==> src/rtl/usb_token_rx.sv <==
// USB token-packet receiver: assembles 3-byte OUT/IN/SETUP/SOF tokens from the
// de-stuffed byte stream, validates PID/CRC5/length/timing and filters on address/endpoint.
module usb_token_rx #(
  parameter int NUM_EP  = 4,
  parameter int TIMEOUT = 16
) (
  input  logic              clk,
  input  logic              reset,
  input  logic [7:0]        rx_byte,
  input  logic              rx_valid,
  input  logic              rx_eop,
  input  logic [6:0]        dev_addr,
  output logic              tok_valid,
  output logic [3:0]        tok_pid,
  output logic [6:0]        tok_addr,
  output logic [3:0]        tok_endp,
  output logic [10:0]       tok_frame,
  output logic              tok_sof,
  output logic [NUM_EP-1:0] tok_ep_sel,
  output logic              err_pid,
  output logic              err_crc,
  output logic              err_len,
  output logic              err_endp,
  output logic              err_timeout
);

  localparam int CW = $clog2(TIMEOUT + 1);

  localparam logic [3:0] PID_OUT   = 4'b0001;
  localparam logic [3:0] PID_IN    = 4'b1001;
  localparam logic [3:0] PID_SOF   = 4'b0101;
  localparam logic [3:0] PID_SETUP = 4'b1101;

  typedef enum logic [1:0] {
    IDLE  = 2'd0,
    ADDR  = 2'd1,
    CRC   = 2'd2,
    DRAIN = 2'd3
  } state_t;

  // CRC5 (x^5+x^2+1, seed all-ones) over 11 bits in wire order, returned complemented
  function automatic logic [4:0] crc5_calc(input logic [10:0] data);
    logic [4:0] c;
    logic       fb;
    c = 5'b11111;
    for (int i = 0; i < 11; i++) begin
      fb = c[4] ^ data[i];
      c  = fb ? ({c[3:0], 1'b0} ^ 5'b00101) : {c[3:0], 1'b0};
    end
    return ~c;
  endfunction

  function automatic logic is_token(input logic [3:0] pid);
    case (pid)
      PID_OUT, PID_IN, PID_SOF, PID_SETUP: is_token = 1'b1;
      default:                             is_token = 1'b0;
    endcase
  endfunction

  state_t          state_r, state_s;
  logic [3:0]      pid_r, pid_s;
  logic [7:0]      byte1_r, byte1_s;
  logic [CW-1:0]   cnt_r, cnt_s;

  logic            accept_s;
  logic            err_pid_s, err_crc_s, err_len_s, err_endp_s, err_timeout_s;
  logic [3:0]      tok_pid_s;
  logic [6:0]      tok_addr_s;
  logic [3:0]      tok_endp_s;
  logic [10:0]     tok_frame_s;
  logic            tok_sof_s;
  logic [NUM_EP-1:0] tok_ep_sel_s;
  logic [NUM_EP-1:0] ep_onehot_s;

  logic [10:0]     frame_s;
  logic [3:0]      endp_s;
  logic [6:0]      addr_s;
  logic            crc_ok_s;
  logic            endp_bad_s;
  logic            pid_chk_ok_s;
  logic            is_sof_s;

  // Candidate token fields while byte2 is on the bus
  assign frame_s      = {rx_byte[2:0], byte1_r};
  assign endp_s       = frame_s[10:7];
  assign addr_s       = byte1_r[6:0];
  assign crc_ok_s     = (rx_byte[7:3] == crc5_calc(frame_s));
  assign endp_bad_s   = ({1'b0, endp_s} >= 5'(NUM_EP));
  assign pid_chk_ok_s = (rx_byte[7:4] == ~rx_byte[3:0]);
  assign is_sof_s     = (pid_r == PID_SOF);

  // One-hot endpoint decode of the candidate token
  always_comb begin
    ep_onehot_s = '0;
    for (int i = 0; i < NUM_EP; i++) begin
      ep_onehot_s[i] = (endp_s == 4'(i));
    end
  end

  // Next state, inter-byte timer and strobe decision for the current cycle
  always_comb begin
    state_s       = state_r;
    pid_s         = pid_r;
    byte1_s       = byte1_r;
    cnt_s         = cnt_r;
    accept_s      = 1'b0;
    err_pid_s     = 1'b0;
    err_crc_s     = 1'b0;
    err_len_s     = 1'b0;
    err_endp_s    = 1'b0;
    err_timeout_s = 1'b0;
    if (rx_valid) begin
      cnt_s = '0;
      case (state_r)
        IDLE: begin
          if (!pid_chk_ok_s) begin
            err_pid_s = 1'b1;
            state_s   = rx_eop ? IDLE : DRAIN;
          end else if (!is_token(rx_byte[3:0])) begin
            state_s = rx_eop ? IDLE : DRAIN;
          end else if (rx_eop) begin
            err_len_s = 1'b1;
            state_s   = IDLE;
          end else begin
            pid_s   = rx_byte[3:0];
            state_s = ADDR;
          end
        end
        ADDR: begin
          if (rx_eop) begin
            err_len_s = 1'b1;
            state_s   = IDLE;
          end else begin
            byte1_s = rx_byte;
            state_s = CRC;
          end
        end
        CRC: begin
          if (!rx_eop) begin
            err_len_s = 1'b1;
            state_s   = DRAIN;
          end else begin
            state_s = IDLE;
            if (!crc_ok_s) begin
              err_crc_s = 1'b1;
            end else if (is_sof_s) begin
              accept_s = 1'b1;
            end else if (addr_s != dev_addr) begin
              accept_s = 1'b0;  // another device's token: dropped without a strobe
            end else if (endp_bad_s) begin
              err_endp_s = 1'b1;
            end else begin
              accept_s = 1'b1;
            end
          end
        end
        DRAIN: begin
          state_s = rx_eop ? IDLE : DRAIN;
        end
        default: begin
          state_s = IDLE;
        end
      endcase
    end else if (state_r != IDLE) begin
      if (cnt_r == CW'(TIMEOUT - 1)) begin
        err_timeout_s = 1'b1;
        state_s       = IDLE;
        cnt_s         = '0;
      end else begin
        cnt_s = cnt_r + CW'(1);
      end
    end else begin
      cnt_s = '0;
    end
  end

  // Output fields: load on an accepted token, otherwise hold the previous one
  always_comb begin
    tok_pid_s    = tok_pid;
    tok_addr_s   = tok_addr;
    tok_endp_s   = tok_endp;
    tok_frame_s  = tok_frame;
    tok_sof_s    = tok_sof;
    tok_ep_sel_s = tok_ep_sel;
    if (accept_s) begin
      tok_pid_s    = pid_r;
      tok_addr_s   = addr_s;
      tok_endp_s   = endp_s;
      tok_sof_s    = is_sof_s;
      tok_frame_s  = is_sof_s ? frame_s : 11'd0;
      tok_ep_sel_s = is_sof_s ? '0 : ep_onehot_s;
    end else begin
      tok_sof_s    = tok_sof;
    end
  end

  // State, timer and registered outputs
  always_ff @(posedge clk) begin
    if (reset) begin
      state_r     <= IDLE;
      pid_r       <= 4'd0;
      byte1_r     <= 8'd0;
      cnt_r       <= '0;
      tok_valid   <= 1'b0;
      tok_pid     <= 4'd0;
      tok_addr    <= 7'd0;
      tok_endp    <= 4'd0;
      tok_frame   <= 11'd0;
      tok_sof     <= 1'b0;
      tok_ep_sel  <= '0;
      err_pid     <= 1'b0;
      err_crc     <= 1'b0;
      err_len     <= 1'b0;
      err_endp    <= 1'b0;
      err_timeout <= 1'b0;
    end else begin
      state_r     <= state_s;
      pid_r       <= pid_s;
      byte1_r     <= byte1_s;
      cnt_r       <= cnt_s;
      tok_valid   <= accept_s;
      tok_pid     <= tok_pid_s;
      tok_addr    <= tok_addr_s;
      tok_endp    <= tok_endp_s;
      tok_frame   <= tok_frame_s;
      tok_sof     <= tok_sof_s;
      tok_ep_sel  <= tok_ep_sel_s;
      err_pid     <= err_pid_s;
      err_crc     <= err_crc_s;
      err_len     <= err_len_s;
      err_endp    <= err_endp_s;
      err_timeout <= err_timeout_s;
    end
  end

endmodule
==> config.mk <==
export PLATFORM = sky130hd
export DESIGN_NAME = usb_token_rx
export DESIGN_NICKNAME = d
export VERILOG_FILES = /design/src/rtl/usb_token_rx.sv
export SDC_FILE = /design/constraint.sdc
export NUM_CORES = 1
export LEC_CHECK = 0
export CORE_UTILIZATION = 45
export DETAILED_ROUTE_END_ITERATION = 10
export PLACE_DENSITY = 0.8
export SYNTH_ARGS = -nofsm -noshare
export SYNTH_HDL_FRONTEND = slang
export SYNTH_SLANG_ARGS = --single-unit
export TNS_END_PERCENT = 20
==> constraint.sdc <==
create_clock -name clk -period 4.9 [get_ports clk]
set_input_delay 0.98 -clock clk [delete_from_list [all_inputs] [get_ports clk]]
set_output_delay 0.98 -clock clk [all_outputs]
set_load 0.01 [all_outputs]
==> out/qor.txt <==
Status = completed
Global-route wire length before repair = 10,000 um
Post-cts repair resize count = 0
DRT Pass-1 Iters = 4
Ys flop type = dfxtp_1
Final setup TNS = 0 ns
Vias/cell = 5.39
Die Area = 6460 sq um
# diodes = 0
Drt wl/cell = 14.6 um
Type of destination of the critical path = flip-flop
Initial Utilization = 0.467
CTS Sinks = 56
Flop pwr share = 0.569
Area contributors post-synth = dfxtp_1 (41%), mux2i_1 (9.8%), nand2b_1 (5.0%)
Post-CTS Hold Buffers = 0
Die height = 80.4 um
Slowest stage delay, CP = 0.64 ns
Post-DP HPWL = 4460 um
Worst-path clk slew = 0.10 ns
Clock Latency Late Sink = 0.30 ns
Total number of vias = 2,208
FF-to-FF path depth = 6
Critical path data required time = 5.14 ns
Core Rows = 28
Netlist cell types = 42
Capturing point of the worst reg2reg path = tok_endp[3]
Max-Cap Viols = 0
Largest net degree at the start of global routing = 43
Launch point of the worst reg-to-reg path = byte1_r[2]
Fraction of registers with async set/reset = 0
Switching part of the total power = 0.245
Fmax achieved = 271 MHz
Register area share after synthesis = 0.405
# IOs = 56
Layout cells sized above 1 = 0.0627
Crit path kind = in -> reg
Synth Register Bits = 56
Avg Cell Area, Syn = 9.41 sq um
Number of levels in the clock H-tree = 2
Initial antenna violation count = 0
Period minus WS final = 3.69 ns
FF-to-FF setup slack = 2.00 ns
CP Capture Point = tok_endp[3]
Critical Path Source = rx_byte[0]
Area share of the largest cell type after synthesis = 0.405
CTS tree = built
Final Skew = 0.00522 ns
Crit-path slowest cell = clkdlybuf4s50_1
Period utilization = 0.753
Clock power share = 0.315
Post-route ant nets = 0
Pwr per Cell Area = 238 nW/um^2
Critical path startpoint category = input port
Port Buf Inserts = 55
Hold Path Class = reg -> reg
GPL Wtd Cong = 0.893
EDFF count, synth = 0
Tot GR Track Use = 0.201
Final setup vio count = 0
Final WL = 5980 um
Netlist Area Pre-Place = 2770 sq um
Net Sw Power = 0.000199 W
Leakage power = 1.27 nW
Worst-margin pin slew = 0.970 ns
Layout Area Growth over Synthesis = 23.5%
Total grt overflow = 0
Synth warn = 0
Final slew viol count = 0
Final hold vios = 0
Largest area contributor in the netlist = dfxtp_1
Unrepaired setup endpoints after global routing = no
Vias in the first global route = 2,112
Crit path DAT = 3.93 ns
Post-Place Setup Slack = 0.914 ns
Die W = 80.4 um
CTS Root Cell = clkbuf_8
Max-Slew Margin vs Limit = 0.352
Cells after Synth = 294
Worst-path cell chain = clkdlybuf4s50_1 -> xnor2_2 -> xor3_1 -> or3_1 -> a211o_1 -> nor3_1 -> mux2i_1
CP Max Fanout = 14
Fin nets = 356
Drc violations = 0
P_int = 0.000614 W
Core area = 5920 sq um
Drt initial violations = 167
Net Count, Synth = 315
CTS buffer count = 5
Count leader, synth = dfxtp_1
Peak supply drop = 0.199 mV
Setup WS post-layout = 1.21 ns
Number of setup buffers added after CTS = 0
CTS Buffer Depth = 2
Synth cell count leaders = dfxtp_1 (56), mux2i_1 (27), nor2_1 (26)
Comb power frac = 0.116
Finished Core Util = 0.577
metrics by stage:
stage	total power, W	hold WS, ns	cell area [sq um]	cells
5_1_grt	0.000848	0.479	3420	410
4_1_cts	0.000821	0.455	3420	410
3_5_place_dp	0.000566	0.439	3330	403
2_1_floorplan	0.000535	0.418	2770	294
6_report	0.000813	0.451	3420	410
3_3_place_gp	0.000565	0.431	3330	403
critical path, delay by kind of cell:
kind            cells  cell delay (ns)
simple gates        2             0.93
xor+xnor            2             0.65
buf+inv             1             0.64
compound gates      1             0.49
mux                 1             0.25
metal layers:
layer,up-vias,wire length [um],track usage
met4,0,83,0.0446
met2,65,2850,0.323
met1,1023,2740,0.274
met5,-,0,0
met3,8,302,0.0420
li1,1112,-,-
flip-flops by register name, indices dropped and copies added, names as in the netlist:
register	cells
tok_sof	1
cnt_r	5
tok_frame	11
tok_endp	4
err_crc	1
err_endp	1
err_pid	1
pid_r	4
err_len	1
err_timeout	1
tok_pid	4
byte1_r	8
tok_ep_sel	4
tok_valid	1
tok_addr	7
state_r	2
cell usage in the layout, fill, tap and decap left out, types with 2 or more instances in the layout:
cell,netlist,layout
dfxtp_1,56,56
clkdlybuf4s50_1,0,55
mux2i_1,27,27
nor2_1,26,26
nand2b_1,22,22
nand2_1,17,17
a21oi_1,13,13
o31ai_1,12,12
o2111ai_1,12,12
xnor2_1,11,11
xor2_1,10,10
nand3_1,7,7
nor2b_1,6,6
clkbuf_8,0,6
inv_1,5,5
buf_4,3,5
nor3_1,4,4
xnor3_1,3,3
or3_1,3,3
nor4_1,3,3
o22ai_1,3,3
xnor2_2,2,2
or2_2,2,2
o221a_2,2,2
nor4b_1,2,2
a31oi_1,2,2
a22oi_1,2,2
and3b_1,2,2
o21ai_0,2,2
ha_1,2,2
power by group through the flow:
stage | clock, W | sequential (W) | combinational [W]
2_1_floorplan | 0 | 0.000471 | 0.0000647
3_3_place_gp | 0 | 0.000473 | 0.0000920
3_5_place_dp | 0 | 0.000473 | 0.0000930
4_1_cts | 0.000265 | 0.000462 | 0.0000937
5_1_grt | 0.000282 | 0.000463 | 0.000103
6_report | 0.000256 | 0.000462 | 0.0000945
logic make-up (layout without fill, tap and decap cells):
family / count (synthesis) / after routing / share of synthesized area
AOI/OAI and AO/OA: 50 / 50 / 0.128
xor gates and xnor gates: 27 / 27 / 0.111
adders and majority gates: 2 / 2 / 0.00904
buffers and inverters: 31 / 72 / 0.0511
DFF: 56 / 56 / 0.405
muxes: 29 / 29 / 0.107
and+or+nand+nor: 99 / 99 / 0.188
worst min-delay path by stage:
| stage | from | to | depth (start not counted) |
|---|---|---|---|
| finish | cnt_r[0] | cnt_r[0] | 1 |
| global route | cnt_r[0] | cnt_r[0] | 1 |
| CTS | cnt_r[0] | cnt_r[0] | 1 |
| detailed placement | cnt_r[0] | cnt_r[0] | 1 |
| global placement | cnt_r[0] | cnt_r[0] | 1 |
| floorplan | cnt_r[0] | cnt_r[0] | 1 |
layout make-up:
type / instances / area (sq um)
tap: 75 / 93.8
timing repair buffer: 60 / 588
clock inverter: 1 / 8.76
clock buffer: 6 / 82.6
fill: 541 / 2500
inverter: 5 / 18.8
multi-input combinational: 207 / 1500
sequential: 56 / 1120
Power figures use the tool's default switching activity.
